<file path="src/rtl/sobel_stream_pkg.sv">
// Shared types and sizing helpers for the Sobel pixel-stream blocks.
// Default geometry matches the stored 512x512 frame.
package sobel_stream_pkg;

  localparam int PIX_W            = 8;
  localparam int DEF_IMAGE_WIDTH  = 512;
  localparam int DEF_IMAGE_HEIGHT = 512;
  localparam int DEF_PAD_ROWS     = 1;

  typedef logic [PIX_W-1:0] pix_t;

  typedef struct packed {
    logic sof;
    logic eol;
    logic eof;
  } stream_flags_t;

  typedef enum logic [1:0] {
    IDLE  = 2'd0,
    RUN   = 2'd1,
    DRAIN = 2'd2
  } state_t;

  // Counter width able to hold 0..n-1, never narrower than one bit.
  function automatic int cnt_width(input int n);
    if (n <= 2) return 1;
    return $clog2(n);
  endfunction

  localparam int COL_W = cnt_width(DEF_IMAGE_WIDTH);
  localparam int ROW_W = cnt_width(DEF_IMAGE_HEIGHT + 2 * DEF_PAD_ROWS);

endpackage

</file>
<file path="src/rtl/stream_skid_fifo.sv">
// Two-entry data+flags FIFO; the head drives a valid/ready stream directly.
// Writes to a full FIFO and reads from an empty one are dropped.
module stream_skid_fifo
  import sobel_stream_pkg::*;
#(
  parameter int DATA_W = PIX_W
) (
  input  logic              clk,
  input  logic              rst_n,
  input  logic              i_wr_en,
  input  logic [DATA_W-1:0] i_wr_data,
  input  logic [2:0]        i_wr_flags,
  input  logic              i_rd_en,
  output logic              o_valid,
  output logic [DATA_W-1:0] o_rd_data,
  output logic [2:0]        o_rd_flags,
  output logic [1:0]        o_count
);

  logic [DATA_W-1:0] r_data  [2];
  logic [2:0]        r_flags [2];
  logic              r_wr_ptr;
  logic              r_rd_ptr;
  logic [1:0]        r_count;
  logic              w_wr;
  logic              w_rd;

  always_comb begin
    w_wr = i_wr_en && (r_count != 2'd2);
    w_rd = i_rd_en && (r_count != 2'd0);
  end

  always_ff @(posedge clk or negedge rst_n) begin
    if (!rst_n) begin
      for (int i = 0; i < 2; i++) begin
        r_data[i]  <= '0;
        r_flags[i] <= '0;
      end
      r_wr_ptr <= 1'b0;
      r_rd_ptr <= 1'b0;
      r_count  <= 2'd0;
    end else begin
      if (w_wr) begin
        r_data[r_wr_ptr]  <= i_wr_data;
        r_flags[r_wr_ptr] <= i_wr_flags;
        r_wr_ptr          <= ~r_wr_ptr;
      end
      if (w_rd) begin
        r_rd_ptr <= ~r_rd_ptr;
      end
      case ({w_wr, w_rd})
        2'b10:   r_count <= r_count + 2'd1;
        2'b01:   r_count <= r_count - 2'd1;
        default: r_count <= r_count;
      endcase
    end
  end

  always_comb begin
    o_valid    = (r_count != 2'd0);
    o_rd_data  = r_data[r_rd_ptr];
    o_rd_flags = r_flags[r_rd_ptr];
    o_count    = r_count;
  end

endmodule

</file>
<file path="src/rtl/image_stream_source.sv">
// Raster pixel source: walks the stored frame plus optional zero padding rows and
// emits it as a valid/ready stream with sof/eol/eof tags.
module image_stream_source
  import sobel_stream_pkg::*;
#(
  parameter int IMAGE_WIDTH  = DEF_IMAGE_WIDTH,
  parameter int IMAGE_HEIGHT = DEF_IMAGE_HEIGHT,
  parameter int PIXEL_WIDTH  = PIX_W,
  parameter int PAD_ROWS     = DEF_PAD_ROWS,
  parameter int ADDR_WIDTH   = 18
) (
  input  logic                   clk,
  input  logic                   reset_n,
  input  logic                   start,
  output logic                   busy,
  output logic                   done,
  output logic                   mem_rd_en,
  output logic [ADDR_WIDTH-1:0]  mem_rd_addr,
  input  logic [PIXEL_WIDTH-1:0] mem_rd_data,
  output logic                   m_valid,
  input  logic                   m_ready,
  output logic [PIXEL_WIDTH-1:0] m_data,
  output logic                   m_sof,
  output logic                   m_eol,
  output logic                   m_eof
);

  localparam int VROWS = IMAGE_HEIGHT + 2 * PAD_ROWS;
  localparam int CW    = cnt_width(IMAGE_WIDTH);
  localparam int RW    = cnt_width(VROWS);

  localparam logic [CW-1:0] LAST_COL      = CW'(IMAGE_WIDTH - 1);
  localparam logic [RW-1:0] LAST_ROW      = RW'(VROWS - 1);
  localparam logic [RW-1:0] FIRST_IMG_ROW = RW'(PAD_ROWS);
  localparam logic [RW-1:0] FIRST_BOT_ROW = RW'(PAD_ROWS + IMAGE_HEIGHT);

  state_t                  r_state;
  state_t                  w_next_state;
  logic                    r_done;
  logic [RW-1:0]           r_row;
  logic [CW-1:0]           r_col;
  logic [ADDR_WIDTH-1:0]   r_addr;
  logic                    r_in_image;
  logic                    r_pend_valid;
  logic                    r_pend_pad;
  stream_flags_t           r_pend_flags;

  logic                    w_accept;
  logic                    w_pop;
  logic [1:0]              w_occupancy;
  logic                    w_credit;
  logic                    w_fetch;
  logic                    w_pad_row;
  logic [RW-1:0]           w_next_row;
  stream_flags_t           w_fetch_flags;
  stream_flags_t           w_head_flags;
  logic                    w_eof_pop;
  logic                    w_fifo_valid;
  logic [1:0]              w_fifo_count;
  logic [PIXEL_WIDTH-1:0]  w_fifo_wr_data;
  logic [PIXEL_WIDTH-1:0]  w_head_data;

  // A start coinciding with the done pulse is dropped so back-to-back frames need a fresh request.
  always_comb begin
    w_accept    = (r_state == IDLE) && start && !r_done;
    w_pop       = w_fifo_valid && m_ready;
    w_occupancy = 2'(r_pend_valid) + w_fifo_count - 2'(w_pop);
    w_credit    = (w_occupancy < 2'd2);
    w_fetch     = (r_state == RUN) && w_credit;
    w_pad_row   = !r_in_image;
    w_next_row  = r_row + 1'b1;

    w_fetch_flags.sof = (r_row == '0) && (r_col == '0);
    w_fetch_flags.eol = (r_col == LAST_COL);
    w_fetch_flags.eof = (r_row == LAST_ROW) && (r_col == LAST_COL);

    w_eof_pop = (r_state == DRAIN) && w_pop && w_head_flags.eof;
  end

  always_comb begin
    w_next_state = r_state;
    unique case (r_state)
      IDLE:    if (w_accept) w_next_state = RUN;
      RUN:     if (w_fetch && w_fetch_flags.eof) w_next_state = DRAIN;
      DRAIN:   if (w_eof_pop) w_next_state = IDLE;
      default: w_next_state = IDLE;
    endcase
  end

  always_ff @(posedge clk or negedge reset_n) begin
    if (!reset_n) begin
      r_state <= IDLE;
      r_done  <= 1'b0;
    end else begin
      r_state <= w_next_state;
      r_done  <= w_eof_pop;
    end
  end

  // Raster walk over virtual rows; the address only advances on real image fetches.
  always_ff @(posedge clk or negedge reset_n) begin
    if (!reset_n) begin
      r_row      <= '0;
      r_col      <= '0;
      r_addr     <= '0;
      r_in_image <= 1'b0;
    end else if (w_accept) begin
      r_row      <= '0;
      r_col      <= '0;
      r_addr     <= '0;
      r_in_image <= (PAD_ROWS == 0);
    end else if (w_fetch) begin
      if (!w_pad_row) begin
        r_addr <= r_addr + 1'b1;
      end
      if (r_col == LAST_COL) begin
        r_col <= '0;
        r_row <= w_next_row;
        if (w_next_row == FIRST_BOT_ROW) begin
          r_in_image <= 1'b0;
        end else if (w_next_row == FIRST_IMG_ROW) begin
          r_in_image <= 1'b1;
        end
      end else begin
        r_col <= r_col + 1'b1;
      end
    end
  end

  // One-cycle slot matching the memory read latency; padding rides it with zero data.
  always_ff @(posedge clk or negedge reset_n) begin
    if (!reset_n) begin
      r_pend_valid <= 1'b0;
      r_pend_pad   <= 1'b0;
      r_pend_flags <= '0;
    end else begin
      r_pend_valid <= w_fetch;
      r_pend_pad   <= w_pad_row;
      r_pend_flags <= w_fetch_flags;
    end
  end

  always_comb begin
    w_fifo_wr_data = r_pend_pad ? '0 : mem_rd_data;
  end

  stream_skid_fifo #(
    .DATA_W (PIXEL_WIDTH)
  ) u_fifo (
    .clk        (clk),
    .rst_n      (reset_n),
    .i_wr_en    (r_pend_valid),
    .i_wr_data  (w_fifo_wr_data),
    .i_wr_flags (r_pend_flags),
    .i_rd_en    (w_pop),
    .o_valid    (w_fifo_valid),
    .o_rd_data  (w_head_data),
    .o_rd_flags (w_head_flags),
    .o_count    (w_fifo_count)
  );

  always_comb begin
    busy        = (r_state != IDLE);
    done        = r_done;
    mem_rd_en   = w_fetch && !w_pad_row;
    mem_rd_addr = r_addr;
    m_valid     = w_fifo_valid;
    m_data      = w_head_data;
    m_sof       = w_head_flags.sof;
    m_eol       = w_head_flags.eol;
    m_eof       = w_head_flags.eof;
  end

endmodule

</file>
<file path="config.mk">
export PLATFORM = sky130hd
export DESIGN_NAME = image_stream_source
export DESIGN_NICKNAME = d
export VERILOG_FILES = /design/src/rtl/sobel_stream_pkg.sv /design/src/rtl/stream_skid_fifo.sv /design/src/rtl/image_stream_source.sv
export SDC_FILE = /design/constraint.sdc
export NUM_CORES = 1
export LEC_CHECK = 0
export CAP_MARGIN = 5
export CORE_MARGIN = 10
export CORE_UTILIZATION = 33
export DETAILED_ROUTE_END_ITERATION = 10
export PLACE_DENSITY_LB_ADDON = 0.3
export SLEW_MARGIN = 20
export SYNTH_ARGS = -nofsm -noshare
export SYNTH_HDL_FRONTEND = slang
export SYNTH_SLANG_ARGS = --single-unit
</file>
<file path="constraint.sdc">
create_clock -name clk -period 2.8 [get_ports clk]
set_input_delay 0.42 -clock clk [delete_from_list [all_inputs] [get_ports clk]]
set_output_delay 0.42 -clock clk [all_outputs]
set_load 0.01 [all_outputs]
</file>
======== After elaboration in Yosys (flattened, before gate mapping) ========
Index checks and enable logic that the tools add are counted.
word-level totals
  input port bits ......................... 12
  output and inout port bits .............. 33
  flip-flop bits (word level) ............. 72
  word-level logic and storage cells ...... 106
operators by class
  $add $sub $neg .......................... 7
  order comparisons ....................... 4
  muxes and demuxes ....................... 32
  bitwise gates (word level) .............. 4
  reduce and logical (&&, ||, !) cells .... 29
  equality and inequality tests ........... 12
operators by type and width
  operator                 count
  $mux W18                 3
  $mux W8                  5
  $mux W10                 3
  $mux W9                  3
  $eq A10 B10 Y1 const B   2
  $add A18 B1 Y18 const B  1
  $bwmux W16               1
  $logic_and A1 B1 Y1      13
  $mux W3                  4
  $reduce_bool A2 Y1       6
  $add A10 B1 Y10 const B  1
  $eq A10 B1 Y1 const B    1
  $logic_not A10 Y1        1
  $add A9 B1 Y9 const B    1
  $eq A9 B9 Y1 const B     1
  $logic_not A9 Y1         1
  $demux W8 S1             1
  $bwmux W6                1
  $mux W2                  3
  $ne A2 B2 Y1 const B     3
  $pmux W2 S3              1
  $reduce_and A3 Y1        2
  $mux W1                  5
  $eq A2 B1 Y1 const B     2
  17 further kinds         23

======== Depth between registers and ports, before layout ========
  depth after elaboration ................. 8
  depth in mapped cells ................... 11
  gate-level depth less buffers ........... 10

======== Hierarchy ========
Synthesis repeated with hierarchy kept, for this count alone.
unflattened totals
  cells, all modules ...................... 370
  area, all modules ....................... 3,886.2 um2
modules (own cells, without submodules)
  module               area each (um2)  cells an instance  instances
  image_stream_source  2,638.8          295                1
  stream_skid_fifo     1,247.4          75                 1

======== Least setup slack after synthesis ========
No wires, ideal clock.
  kind .................................... reg2reg
  start point ............................. register u_fifo.r_count[1], in the netlist u_fifo.o_count[1]
  end point ............................... register r_addr[10], in the netlist mem_rd_addr[10]
  period minus slack after synthesis ...... 2.557 ns
  data arrival time ....................... 2.479 ns
  setup slack ............................. 0.243 ns
  data required time ...................... 2.722 ns
  cell stages (with the launch flop) ...... 12
  cell sequence ........................... dfrtp_1 > inv_1 > nand2_1 > and2_1 > ha_1 > nor2b_1 > buf_2 > xor2_1 > buf_6 > or4_4 > or3_1 > a21oi_1
between the ends
  longest elaborated chain between the ends .. 7
  elaborated cells on any way between the ends .. 8
RTL lines
  item                                 RTL line                    text
  from (decl)                          stream_skid_fifo.sv:24      logic [1:0] r_count;
  from (signal assigned)               stream_skid_fifo.sv:52      2'b10: r_count <= r_count + 2'd1;
  from (signal assigned)               stream_skid_fifo.sv:53      2'b01: r_count <= r_count - 2'd1;
  from (signal assigned)               stream_skid_fifo.sv:54      default: r_count <= r_count;
  $reduce_bool A2 Y1                   stream_skid_fifo.sv:60      o_valid = (r_count != 2'd0);
  net m_valid                          image_stream_source.sv:20   output logic m_valid,
  $logic_and A1 B1 Y1                  image_stream_source.sv:66   w_pop = w_fifo_valid && m_ready;
  $sub A2 B1 Y2                        image_stream_source.sv:67   w_occupancy = 2'(r_pend_valid) + w_fifo_count - 2'(w_pop);
  $lt A2 B2 Y1                         image_stream_source.sv:68   w_credit = (w_occupancy < 2'd2);
  $logic_and A1 B1 Y1                  image_stream_source.sv:69   w_fetch = (r_state == RUN) && w_credit;
  $reduce_bool A2 Y1 (no source line)  -
  $reduce_and A2 Y1 (no source line)   -
  to (signal assigned)                 image_stream_source.sv:114  r_addr <= r_addr + 1'b1;
  to (decl)                            image_stream_source.sv:42   logic [ADDR_WIDTH-1:0] r_addr;
The timed path passes the listed nets, and every way through them passes these cells.
A chain may end at the register's enable or synchronous reset.

======== Worst setup path in the final report ========
  start point ............................. register u_fifo.r_count[1], in the netlist u_fifo.o_count[1]
  end point ............................... register r_addr[17], in the netlist mem_rd_addr[17]
between the ends
  longest elaborated chain between the ends .. 7
  elaborated cells on any way between the ends .. 8
RTL lines
  item                                                   RTL line
  branches (longest 2 deep; another with $add A1 B2 Y2)  -
  $sub A2 B1 Y2 (*)                                      image_stream_source.sv:67
  $lt A2 B2 Y1 (*)                                       image_stream_source.sv:68
  $logic_and A1 B1 Y1 (*)                                image_stream_source.sv:69
  $reduce_bool A2 Y1 (no source line) (*)                -
  $reduce_and A2 Y1 (no source line) (*)                 -
Every way passes the cells marked *.

==> impl_metrics.env <==
export IMPL_setup_viol=0
export IMPL_via_per_inst=5.08
export IMPL_cp_end_kind="flop"
export IMPL_power_density_nw_per_um2=783
export IMPL_vias=3003
export IMPL_final_cells=591
export IMPL_gp_congestion=0.845
export IMPL_cts_buffers=9
export IMPL_clkTransAtPathRegs_ns=0.06
export IMPL_area_growth_pct=27.7
export IMPL_cts_tree="built"
export IMPL_most_common_layout_cells="dfrtp_1 (72), clkdlybuf4s50_1 (42), nand2_1 (41)"
export IMPL_drt_first_pass_iters=4
export IMPL_vdd_drop_max_mv=0.349
export IMPL_synth_seq_cells=72
export IMPL_cts_root_buffer="clkbuf_16"
export IMPL_finalSetupTns_ns=0
export IMPL_die_area_um2=16000
export IMPL_synth_ff_type="dfrtp_1"
export IMPL_grt_pass1_vias=3148
export IMPL_worstMarginPinSlew_ns=0.651
export IMPL_start_kind="flop"
export IMPL_clock_skew_ns=0.00933
export IMPL_synth_nets=410
export IMPL_power_leakage_uw=0.00202
export IMPL_core_area_um2=10900
export IMPL_post_place_cells=574
export IMPL_cp_arrival_ns=2.89
export IMPL_drv_cap=0
export IMPL_grt_use_total_pct=11.7
export IMPL_remaining_drc_errors=0
export IMPL_ctsHoldBuffers=0
export IMPL_fp_dieH_um=126
export IMPL_setup_slack_ns=0.162
export IMPL_netlist_instances=388
export IMPL_drtIter0Drc=173
export IMPL_final_nets=468
export IMPL_final_min_clock_period_ns=2.64
export IMPL_dp_hpwl_um=6230
export IMPL_grt_ovfl_total=0
export IMPL_routed_wl_um=9080
export IMPL_hp_class="in2async"
export IMPL_layout_worst_path_cycle_share_pct=94.2
export IMPL_fp_row_count=38
export IMPL_final_common_cell="dfrtp_1"
export IMPL_grt_antenna_before_repair=0
export IMPL_cts_htree_levels=3
export IMPL_synth_avg_cell_area_um2=9.62
export IMPL_cp_max_fo=5
export IMPL_drive_above_1_share_pct=12.9
export IMPL_grt_max_degree=73
export IMPL_die_w_um=126
export IMPL_n_antenna_cell=0
export IMPL_synth_area_um2=3730
export IMPL_hold_viol=0
export IMPL_utilization_pct=43.6
export IMPL_status="completed"
export IMPL_postRouteAntennaNets=0
export IMPL_num_fill_cells=1090
export IMPL_rsz0062_at_grt="no"
export IMPL_total_power_uw=3730
export IMPL_max_freq_mhz=379
export IMPL_ys_seq_area_share_pct=48.3
export IMPL_slew_headroom_pct=56.4
export IMPL_cts_sinks=72
export IMPL_synth_edf_count=0
export IMPL_yosysWarnings=0
export IMPL_numPortBuffers=44
export IMPL_pin_count=45
export IMPL_clk_latency_ns=0.33
export IMPL_synthArstFlopShare_pct=100
export IMPL_slew_violations=0
export IMPL_critical_path_class="reg2reg"
export IMPL_grt_pass1_wl_um=15800
export IMPL_dp_worst_setup_slack_ns=-0.117
export IMPL_synth_cell_types=44
export IMPL_clk_path_buf_depth=2
export IMPL_cp_data_required_time_ns=3.05
export IMPL_start_util_pct=34.1
export IMPL_drt_wirelength_per_cell_um=15.4
==> cell families (layout without fill, tap and decap cells) <==
family	Yosys count	count (layout)	share of synthesized area (%)
xor gates and xnor gates	27	27	6.54
AOI/OAI and AO/OA	66	66	10.7
muxes	20	20	5.67
DFF	72	72	48.3
buffers and inverters	39	102	4.26
adders and majority gates	10	10	3.35
and+or+nand+nor	154	154	21.3
==> cells in the mapped netlist (all sizes together), types with 2 or more instances <==
master	n	area share [%]
nand2b	9	1.5
clkinv	2	0.20
nand4b	4	0.94
o31ai	3	0.60
nand4	9	1.5
or3	6	1.0
xor2	10	2.5
a311oi	2	0.47
nor2	32	3.2
ha	10	3.4
xnor2	17	4.0
nor2b	2	0.34
nor3	4	0.54
buf	6	0.94
nand3	18	2.4
dfrtp	72	48
o2111ai	4	0.94
nor3b	2	0.40
a31o	3	0.70
nor4	7	1.2
o211ai	2	0.40
o21ai	29	3.9
or4	6	1.4
inv	20	2.0
mux2	9	2.7
mux2i	11	3.0
and2	3	0.50
a21oi	18	2.4
nand2	41	4.1
and3	5	0.84
and4	3	0.70
clkbuf	11	1.1
==> where the power goes <==
group | switching, uW | total [uW] | internal [uW]
Combinational | 669 | 1170 | 505
Sequential | 147 | 1300 | 1150
Clock | 450 | 1260 | 807
==> state kept, by name (all words and copies together), names as in the netlist, 2 cells and up <==
| signal | flops |
|---|---|
| r_col | 9 |
| r_pend_flags | 3 |
| mem_rd_addr | 18 |
| u_fifo.r_flags | 6 |
| r_row | 10 |
| u_fifo.r_data | 16 |
| u_fifo.o_count | 2 |
| r_state | 2 |
==> critical path, stage by stage (launching register included) <==
cell	delay, ns
dfrtp_1	0.38
inv_1	0.08
nand2_1	0.08
and2_1	0.19
ha_1	0.21
xor2_2	0.16
buf_4	0.16
xor2_1	0.18
or4_4	0.56
or4_1	0.41
a21oi_1	0.15
==> final timing paths <==
path                                   start                end  slack [ns]  depth (start not counted)
hold reg to reg             u_fifo.r_data[2]   u_fifo.r_data[2]        0.49                          2
setup reg to reg           u_fifo.o_count[1]    mem_rd_addr[17]        0.16                         10
min in group clk            u_fifo.r_data[2]   u_fifo.r_data[2]        0.49                          2
setup / recovery           u_fifo.o_count[1]    mem_rd_addr[17]        0.16                         10
max in group asynchronous            reset_n    mem_rd_addr[17]        2.38                          2
hold / removal                       reset_n  u_fifo.r_data[12]        0.10                          2
==> stage by stage <==
step           instance area (um2)  hold slack (ns)
6_report                      4770            0.100
5_1_grt                       4770            0.143
4_1_cts                       4760            0.131
3_5_place_dp                  4430            0.473
3_3_place_gp                  4430            0.463
2_1_floorplan                 3730            0.124
==> repair_timing <==
item | CTS | global route
endpoints found under the hold margin | 0 | 0
gates cloned | 0 | 0
endpoints found under the setup margin | 1 | 2
pin swaps | 1 | 0
gates resized for setup | 2 | 1
buffers inserted | 0 | 1
==> layer usage <==
layer / global-route usage, % / vias up / share of wire [%]
met1: 15.7 / 1449 / 49
met5: 0 / - / 0
li1: - / 1476 / -
met3: 3.96 / 9 / 6.4
met4: 3.88 / 0 / 1.3
met2: 17.2 / 69 / 43
==> area by class of cell <==
class / count / area (um2) / area share [%]
sequential: 72 / 1800 / 37.8
multi-input combinational: 277 / 1780 / 37.3
timing repair buffer: 64 / 597 / 12.5
clock buffer: 10 / 239 / 5.01
tap: 140 / 175 / 3.68
clock inverter: 6 / 91.3 / 1.92
inverter: 22 / 82.6 / 1.73
Note: power is estimated with default switching activity, not from simulation.
